File: config.mk
export PLATFORM = sky130hd
export DESIGN_NAME = image_fetch_ctrl_flat
export DESIGN_NICKNAME = d
export VERILOG_FILES = /design/src/rtl/image_fetch_ctrl_pkg.sv /design/src/rtl/image_fetch_ctrl_if.sv /design/src/rtl/image_fetch_ctrl.sv /design/src/flat_wrapper.sv
export SDC_FILE = /design/constraint.sdc
export NUM_CORES = 1
export LEC_CHECK = 0
export CAP_MARGIN = 20
export CORE_AREA = 2 2 653 655
export CTS_CLUSTER_SIZE = 10
export DETAILED_ROUTE_END_ITERATION = 16
export DIE_AREA = 0 0 655 657
export MAX_ROUTING_LAYER = met4
export SETUP_SLACK_MARGIN = 0.15
export SLEW_MARGIN = 20
export SYNTH_ARGS = -nofsm -noshare
export SYNTH_HDL_FRONTEND = slang
export SYNTH_SLANG_ARGS = --single-unit
File: constraint.sdc
create_clock -name clk -period 3.9 [get_ports clk]
set_clock_uncertainty 0.2 [all_clocks]
set_input_delay 0.78 -clock clk [delete_from_list [all_inputs] [get_ports clk]]
set_output_delay 0.78 -clock clk [all_outputs]
set_load 0.05 [all_outputs]
File: src/rtl/image_fetch_ctrl_pkg.sv
// Shared definitions for the image fetch controller: default geometry
// of the frame and image memory, and the controller state encoding.
package image_fetch_ctrl_pkg;

    localparam int NUM_PIXELS_DEF = 784;
    localparam int ADDR_W_DEF     = 16;
    localparam int DATA_W_DEF     = 32;

    typedef enum logic [1:0] {
        ST_IDLE   = 2'd0,
        ST_LOAD   = 2'd1,
        ST_STREAM = 2'd2,
        ST_DONE   = 2'd3
    } fetch_state_e;

    // True whenever the controller is working on (or finishing) a frame.
    function automatic logic state_is_busy(input fetch_state_e st);
        return (st != ST_IDLE);
    endfunction

endpackage

File: src/rtl/image_fetch_ctrl_if.sv
// Bus bundle between the fetch controller, the image memory read port
// and the downstream pixel consumer (valid/ready stream).
interface image_fetch_ctrl_if
    import image_fetch_ctrl_pkg::*;
#(
    parameter int ADDR_W = ADDR_W_DEF,
    parameter int DATA_W = DATA_W_DEF
) ();

    logic [ADDR_W-1:0] mem_addr;
    logic [DATA_W-1:0] mem_data;
    logic [DATA_W-1:0] out_data;
    logic              out_valid;
    logic              out_ready;
    logic              out_last;

    // Controller side: drives the memory address and the pixel stream.
    modport master (
        output mem_addr,
        input  mem_data,
        output out_data,
        output out_valid,
        input  out_ready,
        output out_last
    );

    // Memory/consumer side.
    modport slave (
        input  mem_addr,
        output mem_data,
        input  out_data,
        input  out_valid,
        output out_ready,
        input  out_last
    );

endinterface

File: src/rtl/image_fetch_ctrl.sv
// Image fetch controller: freezes one frame of raw pixels on start, then
// walks the image memory and streams one pixel word per accepted transfer.
module image_fetch_ctrl
    import image_fetch_ctrl_pkg::*;
#(
    parameter int NUM_PIXELS = NUM_PIXELS_DEF,
    parameter int ADDR_W     = ADDR_W_DEF,
    parameter int DATA_W     = DATA_W_DEF
) (
    input  logic                  clk,
    input  logic                  resetn,
    input  logic                  start,
    input  logic                  abort,
    input  logic [NUM_PIXELS-1:0] pixel_in,
    output logic [NUM_PIXELS-1:0] frame_out,
    output logic                  busy,
    output logic                  done,
    image_fetch_ctrl_if.master    bus
);

    localparam int IDX_W = (NUM_PIXELS > 1) ? $clog2(NUM_PIXELS) : 1;
    localparam logic [IDX_W-1:0]  LAST_IDX  = IDX_W'(NUM_PIXELS - 1);
    localparam logic [ADDR_W-1:0] LAST_ADDR = ADDR_W'(NUM_PIXELS - 1);

    fetch_state_e      state_r;
    fetch_state_e      state_nxt_s;
    logic [ADDR_W-1:0] mem_addr_r;
    logic [ADDR_W-1:0] addr_inc_s;
    logic [IDX_W-1:0]  out_idx_r;
    logic [DATA_W-1:0] out_data_r;
    logic              out_valid_r;
    logic              busy_r;
    logic              done_r;
    logic              xfer_s;
    logic              last_s;

    assign xfer_s = out_valid_r & bus.out_ready;
    assign last_s = out_valid_r & (out_idx_r == LAST_IDX);

    assign bus.mem_addr  = mem_addr_r;
    assign bus.out_data  = out_data_r;
    assign bus.out_valid = out_valid_r;
    assign bus.out_last  = last_s;
    assign busy          = busy_r;
    assign done          = done_r;

    // Saturating address increment: never presents an address past the frame.
    always_comb begin
        addr_inc_s = mem_addr_r;
        if (mem_addr_r >= LAST_ADDR) begin
            addr_inc_s = LAST_ADDR;
        end else begin
            addr_inc_s = mem_addr_r + ADDR_W'(1);
        end
    end

    // Next-state logic; abort wins over a same-cycle transfer.
    always_comb begin
        state_nxt_s = state_r;
        case (state_r)
            ST_IDLE: begin
                if (start) state_nxt_s = ST_LOAD;
                else       state_nxt_s = ST_IDLE;
            end
            ST_LOAD: begin
                if (abort) state_nxt_s = ST_IDLE;
                else       state_nxt_s = ST_STREAM;
            end
            ST_STREAM: begin
                if (abort)                 state_nxt_s = ST_IDLE;
                else if (xfer_s && last_s) state_nxt_s = ST_DONE;
                else                       state_nxt_s = ST_STREAM;
            end
            ST_DONE:  state_nxt_s = ST_IDLE;
            default:  state_nxt_s = ST_IDLE;
        endcase
    end

    // State register.
    always_ff @(posedge clk or negedge resetn) begin
        if (!resetn) state_r <= ST_IDLE;
        else         state_r <= state_nxt_s;
    end

    // Registered status flags, decoded from the state being entered.
    always_ff @(posedge clk or negedge resetn) begin
        if (!resetn) begin
            busy_r <= 1'b0;
            done_r <= 1'b0;
        end else begin
            busy_r <= state_is_busy(state_nxt_s);
            done_r <= (state_nxt_s == ST_DONE);
        end
    end

    // Frame capture: the pixel source is frozen only on an accepted start.
    always_ff @(posedge clk or negedge resetn) begin
        if (!resetn) begin
            frame_out <= '0;
        end else if ((state_r == ST_IDLE) && start) begin
            frame_out <= pixel_in;
        end
    end

    // Stream datapath: address walk, output word register and pixel index.
    always_ff @(posedge clk or negedge resetn) begin
        if (!resetn) begin
            mem_addr_r  <= '0;
            out_idx_r   <= '0;
            out_data_r  <= '0;
            out_valid_r <= 1'b0;
        end else begin
            case (state_r)
                ST_IDLE: begin
                    out_data_r  <= '0;
                    out_valid_r <= 1'b0;
                    if (start) begin
                        mem_addr_r <= '0;
                        out_idx_r  <= '0;
                    end
                end
                ST_LOAD: begin
                    if (abort) begin
                        out_data_r  <= '0;
                        out_valid_r <= 1'b0;
                    end else begin
                        out_data_r  <= bus.mem_data;
                        out_idx_r   <= '0;
                        mem_addr_r  <= addr_inc_s;
                        out_valid_r <= 1'b1;
                    end
                end
                ST_STREAM: begin
                    if (abort) begin
                        out_data_r  <= '0;
                        out_valid_r <= 1'b0;
                    end else if (xfer_s && last_s) begin
                        out_data_r  <= '0;
                        out_valid_r <= 1'b0;
                    end else if (xfer_s) begin
                        out_data_r  <= bus.mem_data;
                        out_idx_r   <= out_idx_r + IDX_W'(1);
                        mem_addr_r  <= addr_inc_s;
                        out_valid_r <= 1'b1;
                    end
                end
                ST_DONE: begin
                    out_data_r  <= '0;
                    out_valid_r <= 1'b0;
                end
                default: begin
                    out_data_r  <= '0;
                    out_valid_r <= 1'b0;
                end
            endcase
        end
    end

endmodule

File: src/flat_wrapper.sv
// flat-port wrapper written by rule: the top's interface ports become plain ports
module image_fetch_ctrl_flat import image_fetch_ctrl_pkg::*;
#(
    parameter int NUM_PIXELS = NUM_PIXELS_DEF,
    parameter int ADDR_W     = ADDR_W_DEF,
    parameter int DATA_W     = DATA_W_DEF
)
  (clk, resetn, start, abort, pixel_in, frame_out, busy, done, bus_mem_addr, bus_mem_data, bus_out_data, bus_out_valid, bus_out_ready, bus_out_last);
  image_fetch_ctrl_if #(.ADDR_W(ADDR_W), .DATA_W(DATA_W)) bus_i ();
  input  logic clk;
  input  logic resetn;
  input  logic start;
  input  logic abort;
  input  logic [NUM_PIXELS-1:0] pixel_in;
  output logic [NUM_PIXELS-1:0] frame_out;
  output logic busy;
  output logic done;
  output wire logic [$bits(bus_i.mem_addr)-1:0] bus_mem_addr;
  input wire logic [$bits(bus_i.mem_data)-1:0] bus_mem_data;
  output wire logic [$bits(bus_i.out_data)-1:0] bus_out_data;
  output wire logic [$bits(bus_i.out_valid)-1:0] bus_out_valid;
  input wire logic [$bits(bus_i.out_ready)-1:0] bus_out_ready;
  output wire logic [$bits(bus_i.out_last)-1:0] bus_out_last;
  assign bus_mem_addr = bus_i.mem_addr;
  assign bus_i.mem_data = bus_mem_data;
  assign bus_out_data = bus_i.out_data;
  assign bus_out_valid = bus_i.out_valid;
  assign bus_i.out_ready = bus_out_ready;
  assign bus_out_last = bus_i.out_last;
  image_fetch_ctrl #(.NUM_PIXELS(NUM_PIXELS), .ADDR_W(ADDR_W), .DATA_W(DATA_W)) u_core (.clk(clk), .resetn(resetn), .start(start), .abort(abort), .pixel_in(pixel_in), .frame_out(frame_out), .busy(busy), .done(done), .bus(bus_i));
endmodule
Yosys cells after proc, flatten, opt, wreduce, memory -nomap -nowiden
Cells that the tools add are included.

cells by class
  $lt $le $gt $ge = 1
  reductions and logical operators = 7
  equal/unequal tests = 11
  bitwise logic cells = 2
  mux-type cells = 28
  add/subtract/negate cells = 2

operators with widths
  operator                                                              number
  2-to-1 mux 32 bit                                                     4
  2-to-1 mux 16 bit                                                     6
  one-hot mux 32 bit (3 select lines)                                   1
  2-to-1 mux 10 bit                                                     5
  one-hot mux 16 bit (3 select lines)                                   1
  one-hot mux 10 bit (3 select lines)                                   1
  adder 16 x 1 -> 16 bit (second input constant)                        1
  greater-or-equal comparator 16 x 10 -> 1 bit (second input constant)  1
  adder 10 x 1 -> 10 bit (second input constant)                        1
  equality test 10 bit (second input constant)                          1
  != test 2 bit (second input constant)                                 4
  one-hot mux 2 bit (4 select lines)                                    1
  equality test 2 bit (second input constant)                           3
  2-to-1 mux 1 bit                                                      6
  AND reduction 6 bit                                                   1
  2-to-1 mux 2 bit                                                      2
  != test 4 x 2 -> 1 bit (second input constant)                        1
  one-hot mux 1 bit (3 select lines)                                    1
  nonzero test 3 bit                                                    1
  bitwise AND 1 bit                                                     2
  equality test 2 x 1 -> 1 bit (second input constant)                  1
  logical AND 1 bit                                                     2
  logical NOT 2 bit                                                     1
  != test 2 x 1 -> 1 bit (second input constant)                        1
  other kinds (2)                                                       2

storage, ports and cells
  word-level logic and storage cells = 59
  input port bits = 821
  bits in registers = 847

Longest topological paths before layout
Gate-level depths: netlist of the first run.

  depth in word-level cells = 7
  mapped depth = 9

Worst setup path after synthesis of the first run
OpenSTA, ideal clock, no wires.

  path type = register to output
  from = register u_core.out_idx_r[0]
  to = output port bus_out_last
  data arrival time = 1576 ps
  slack = 1344 ps
  stages on the path, launching flop included = 5
  cell sequence = dfrtp_1 > ha_1 > and3_1 > nand4_1 > nor2_1

between the ends
  longest elaborated chain between the ends = 2

RTL lines
  what                    line                     RTL
  start, declared         image_fetch_ctrl.sv:29   logic [IDX_W-1:0] out_idx_r;
  start signal, assigned  image_fetch_ctrl.sv:142  out_idx_r <= out_idx_r + IDX_W'(1);
  equality test 10 bit    image_fetch_ctrl.sv:38   assign last_s = out_valid_r & (out_idx_r == LAST_IDX);
  bitwise AND 1 bit       image_fetch_ctrl.sv:38
  end, declared           flat_wrapper.sv:23       output wire logic [$bits(bus_i.out_last)-1:0] bus_out_last;

No other way between the ends.

Worst setup path in the final report of the first run
Ends and elaborated chain as after synthesis.

==> results.md, run 1 <==
- EDFF count, synth: 0
- Final-report hold violation count: 0
- R2R Path Start: u_core.state_r[0]
- Worst VDD drop: 0.353 mV
- Leak: 0.0226 uW
- Crit path DAT: 2.58 ns
- Iteration-0 DRC Markers: 1385
- Crit-path max FO: 6
- PwrDens: 621 nW/um2
- Hold crit path type: input port to async pin
- Htree depth: 3
- Post-synthesis compound-gate area fraction: 2.02%
- Main synth FF type: dfrtp_1
- Sequential-to-total area share from yosys stat: 66.9%
- Adder-cell area share of the yosys netlist: 0.197%
- Core area: 423000 um2
- Fmax: 0.281 GHz
- Commonest non-fill, non-tap cell in the layout: clkdlybuf4s50_1
- Post-Syn Area per Cell: 16.5 um2
- Max incr delay on CP: 0.43 ns
- HPWL Detailed: 330000 um
- Xor-xnor portion of the synthesized cell area: 0.0553%
- Die height: 657 um
- DP Area: 55500 um2
- Post-route design area: 60300 um2
- Post-synthesis net count: 2743
- Max-Cap Viols: 0
- Clock tree buffer depth: 4
- Crit. Startpoint: u_core.out_idx_r[0]
- Simple-Gate Fraction of Synth Area: 1.45%
- Final setup violation count: 0
- Number of cells on the critical path: 5
- Crit path capture: bus_out_last
- CP delay by family, top: simple AND/OR/NAND/NOR gates
- Vias/cell: 2.68
- M3 GR Usage: 14.9%
- Worst skew pair latency: 0.87 ns
- WP buf/inv: 1
- Critical path class: register to primary output
- Relative slew slack: 31.3%
- Synth warnings: 0
- R2r setup slk: 1.02 ns
- Worst setup EP type: primary output
- Tcrit/Tclk final: 91.4%
- Initial DRT Pass Iterations: 5
- Reg clk slew, reported paths: 0.06 ns
- Multiplexer share of the synthesized area: 27.8%
- FF-to-FF path depth: 7
- CP max-delay cell: dfrtp_1
- Area of the multi-input gates: 10000 um2
- Layout cells sized above 1: 29.5%
- Largest family of logic cells by synthesized area: multiplexers
- Met1 Track Usage GR: 14.6%
- Tot GR Track Use: 16.8%
- Most frequent cells in the layout: clkdlybuf4s50_1, dfrtp_1, mux2_2, clkbuf_16, buf_4
- CP cell instances: ha_1 -> and3_1 -> nand4_1 -> nor2_1 -> buf_2
- Total Die Area: 430000 um2
- Seq cells post-synth: 847
- Ports: 1657
- CTS sink count: 847
- Initial Utilization: 7.50%
- Site row count: 239
- DRC Markers: 0
- Overflow after GRT: 0
- Setup TNS: 0 ns
- GP Congestion: 0.904
- CTS buffer count: 122
- Outcome: finished, final reports clean
- Die Wd: 655 um
- Final WL: 362000 um
- Nets: 4484
- Worst slew pin tran: 1.01 ns
- Antenna-violating nets left: 0
- # placed instances: 9196
- RSZ-0062 raised after global routing: no
- Total number of vias: 26000
- Async set-reset flop share out of synthesis: 100%
- Hold Slack: 0.256 ns
- Netlist cell types: 46
- Synthesized instance count: 1917
- R2r endpoint: u_core.out_idx_r[4]
- GR peak layer: met2
- Fin cells: 9724
- TritonCTS clock tree: done
- Fin crit period: 3.56 ns
- Setup crit start kind: register
- Met2 GRT Util: 27.3%
- Clk root buf: clkbuf_16
- Per-cell routed wire length: 37.3 um
- Final Max Tran Viols: 0
- Vias in the first global route: 25300
- Register Area: 21200 um2
- Antenna violations before repair: 608
- First-pass GRT wire length: 420000 um
- Largest net degree at the start of global routing: 110
- Number of fill cells: 47200
- WP data required: 2.92 ns
- P&R area growth vs syn: 90.2%
- Count of input and output buffers: 1656
- Syn Std Cell Area: 31700 um2
logic make-up (layout without fill, tap and decap cells):
kind of cell,Yosys count,in the layout
mux,784,784
buf+inv,106,1937
fa+ha+maj,5,5
compound gates,85,85
flops,847,847
simple gates,88,88
other cells,0,313
xor+xnor,2,2
area by class of cell:
cell class	count	share of cell area (%)
Sequential cell	847	35.2
Timing Repair Buffer	1716	28.4
Multi-Input combinational cell	964	16.6
Clock buffer	175	5.73
Tap cell	5663	11.8
Clock inverter	39	1.00
Inverter	7	0.0436
Antenna cell	313	1.30
where the power goes:
part / leakage, uW / switching (uW) / internal (uW) / total (uW)
sequential: 0.0100 / 873 / 10300 / 11200
combinational: 0.0106 / 9980 / 4600 / 14600
clock: 0.00196 / 4680 / 6960 / 11600
flip-flops by register name, summed over array words and instances (netlist names):
register / count
u_core.state_r: 2
u_core.out_idx_r: 10
u_core.busy: 1
u_core.bus.out_data: 32
u_core.done: 1
u_core.bus.mem_addr: 16
u_core.frame_out: 784
u_core.bus.out_valid: 1
per-layer routing:
metal  share of wire, %  routed length, um
met1                 31             112000
met2                 47             170000
met3                 20              71600
met4                2.6               9370
met5                  0                  0
Yosys cell counts (2+ instances only):
library cell | n | area [um2]
dfrtp_1 | 847 | 21200
mux2_2 | 784 | 8830
buf_2 | 70 | 350
a22o_1 | 32 | 280
clkbuf_1 | 24 | 90.1
nand2_1 | 20 | 75.1
nand3_1 | 14 | 70.1
nor2_1 | 14 | 52.6
a21oi_1 | 13 | 65.1
a21o_1 | 7 | 52.6
inv_1 | 7 | 26.3
o21ai_0 | 7 | 35.0
and3_1 | 6 | 37.5
nor3_1 | 6 | 30.0
or3_1 | 6 | 37.5
ha_1 | 5 | 62.6
a31oi_1 | 4 | 25.0
o21ai_1 | 4 | 20.0
o31ai_1 | 4 | 30.0
and2_1 | 3 | 18.8
buf_1 | 3 | 11.3
nand4_1 | 3 | 18.8
o41ai_1 | 3 | 26.3
or2_2 | 3 | 18.8
a211oi_1 | 2 | 15.0
nor3b_1 | 2 | 15.0
nor4_1 | 2 | 12.5
nor4b_1 | 2 | 17.5
o22a_1 | 2 | 17.5
xnor2_1 | 2 | 17.5
how the worst min path moves through the flow:
stage / end / slack (ns)
final: u_core.frame_out[540] / 0.26
after global routing: u_core.frame_out[540] / 0.21
after floorplan: u_core.bus.mem_addr[0] / 0.28
after detailed placement: u_core.frame_out[712] / 0.29
after global placement: u_core.frame_out[74] / 0.29
after CTS: u_core.frame_out[580] / 0.17
per-stage QoR:
stage,util [%],total power (uW),setup slack (ns)
finish,14.3,37400,0.336
global route,14.3,38800,0.177
CTS,14.1,38400,0.234
detailed placement,13.1,26300,0.503
global placement,13.1,26300,0.463
floorplan,-,18600,1.34
worst reg2reg max path, stage by stage (launching register included):
cell,delay [ns]
dfrtp_1,0.35
inv_1,0.06
ha_1,0.35
o311ai_1,0.89
buf_4,0.28
nor2_1,0.10
or4_1,0.50
nand2_1,0.08
timing repair:
action,CTS,global route
gates resized for setup,5,0
buffers inserted,0,0
endpoints found under the setup margin,1,0
hold buffers,1,0
hold endpoints to repair,129,0
No activity file was read; power rests on OpenSTA's default activity.
==> run 2: changes to the inputs <==
Settings changed: MAX_ROUTING_LAYER met4 to not set, SKIP_LAST_GASP set to 1, SLEW_MARGIN 20 to 10.
==> run 2 against run 1 <==
Compared with the run above:
- cell count shrank 1.9%
- combinational power about the same
- sequential power barely moved
- global-route usage is 0.46 points lower
- non-clock buffer count rose by 3
- critical path type unchanged
- largest power group unchanged
- highest routed layer is now met5
==> results.md, run 2 (synthesis results as in run 1) <==
- Worst VDD drop: 0.395 mV
- Number of fill cells: 47300
- Initial Utilization: 7.50%
- Critical path class: register to primary output
- Top reg by flops: u_core.frame_out
- First-pass GRT wire length: 420000 um
- Setup repair bufs after CTS: 0
- Site row count: 239
- Initial DRT Pass Iterations: 5
- CTS sink count: 847
- DRC Markers: 0
- Crit-path max FO: 6
- Die Wd: 655 um
- RSZ-0062 raised after global routing: no
- Antenna-violating nets left: 0
- Overflow after GRT: 0
- Fmax: 0.278 GHz
- Reg clk slew, reported paths: 0.06 ns
- Outcome: finished, final reports clean
- Total number of vias: 26500
- # placed instances: 9199
- Hold Slack: 0.261 ns
- Slack of the critical path: 0.301 ns
- Iteration-0 DRC Markers: 1529
- Final-report hold violation count: 0
- Vias/cell: 2.78
- Worst slew pin tran: 1.11 ns
- Largest net degree at the start of global routing: 120
- PwrDens: 619 nW/um2
- P&R area growth vs syn: 88.0%
- Pwr Total: 36900 uW
- Total Die Area: 430000 um2
- Max incr delay on CP: 0.43 ns
- HPWL Detailed: 330000 um
- Clk root buf: clkbuf_16
- Setup TNS: 0 ns
- R2r endpoint: u_core.out_idx_r[4]
- Htree depth: 3
- CTS buffer count: 120
- Fin cells: 9540
- Die height: 657 um
- Worst skew pair latency: 0.84 ns
- Crit path DAT: 2.62 ns
- Dpl ws: 0.376 ns
- Per-cell routed wire length: 38.1 um
- Nets: 4485
- Max FFs per register: 784
- Fin crit period: 3.60 ns
- CP cell instances: ha_1 -> and3_1 -> nand4_1 -> nor2_1 -> clkdlybuf4s15_2
- FF-to-FF path depth: 7
- Commonest non-fill, non-tap cell in the layout: clkdlybuf4s50_1
- Max-Cap Viols: 0
- TritonCTS clock tree: done
- Final Max Tran Viols: 0
- Core area: 423000 um2
- Vias in the first global route: 25300
- Setup crit start kind: register
- Antenna violations before repair: 609
- Area of the multi-input gates: 10000 um2
- WP data required: 2.92 ns
- Hold crit path type: input port to async pin
- GP Congestion: 0.900
- Count of input and output buffers: 1656
- Worst setup EP type: primary output
- Ports: 1657
- Final WL: 363000 um
- CP max-delay cell: clkdlybuf4s15_2
- Register Area: 21200 um2
- Layout cells sized above 1: 29.5%
- Final setup violation count: 0
- Tot GR Track Use: 16.4%
- Most frequent cells in the layout: clkdlybuf4s50_1, dfrtp_1, mux2_2, clkbuf_16, buf_4
- Leak: 0.0224 uW
- Relative slew slack: 25.8%
- R2r setup slk: 1.10 ns
- Tcrit/Tclk final: 92.3%
- Clock tree buffer depth: 4
- R2R Path Start: u_core.state_r[0]
[run 2: area by class of cell]
| type | instances | area share [%] |
|---|---|---|
| flip-flops and latches | 847 | 35.6 |
| repair buffers | 1719 | 28.7 |
| multi-input cells | 964 | 16.8 |
| well taps | 5663 | 11.9 |
| clock buffers | 164 | 5.60 |
| clock inverters | 40 | 0.789 |
| diodes | 136 | 0.571 |
| inverters | 7 | 0.0441 |
[run 2: critical path: cells and delay by family (launching register included)]
kind	cells	cell delay [ns]
simple gates	3	0.68
fa+ha+maj	1	0.24
flops	1	0.42
buf+inv	1	0.43
[run 2: worst max path at each step]
stage	slack [ns]	to	from
3_3_place_gp	0.36	u_core.bus.mem_addr[10]	start
3_5_place_dp	0.38	u_core.bus.mem_addr[10]	start
2_1_floorplan	1.34	bus_out_last	u_core.out_idx_r[0]
5_1_grt	0.16	bus_out_last	u_core.out_idx_r[0]
6_report	0.30	bus_out_last	u_core.out_idx_r[0]
4_1_cts	0.20	bus_out_last	u_core.out_idx_r[0]
[run 2: what timing repair did]
action | 4_1_cts | 5_1_grt
setup endpoints to repair | 1 | 0
resized for setup | 3 | 0
endpoints found under the hold margin | 25 | 0
hold buffers | 1 | 0
[run 2: stage by stage]
stage | area [um2] | util, %
after floorplan | 31700 | -
after global placement | 55400 | 13.1
after detailed placement | 55400 | 13.1
after CTS | 59300 | 14.0
after global routing | 59400 | 14.0
final | 59600 | 14.1
[run 2: where the power goes]
group	internal [uW]	total, uW	switching [uW]
combinational	4590	14600	9970
clock	6460	11100	4680
sequential	10300	11200	860
total	21400	36900	15500
[run 2: layer usage]
layer  routed length (um)  up-vias  global-route usage (%)  share of wire (%)
met1               112000    12700                    14.6                 31
met3                69900      948                    14.8                 19
met2               170000     1922                    27.4                 47
met5                 2090        -                       0               0.58
met4                 9650      330                    3.16                2.7
li1                     -    10600                       -                  -
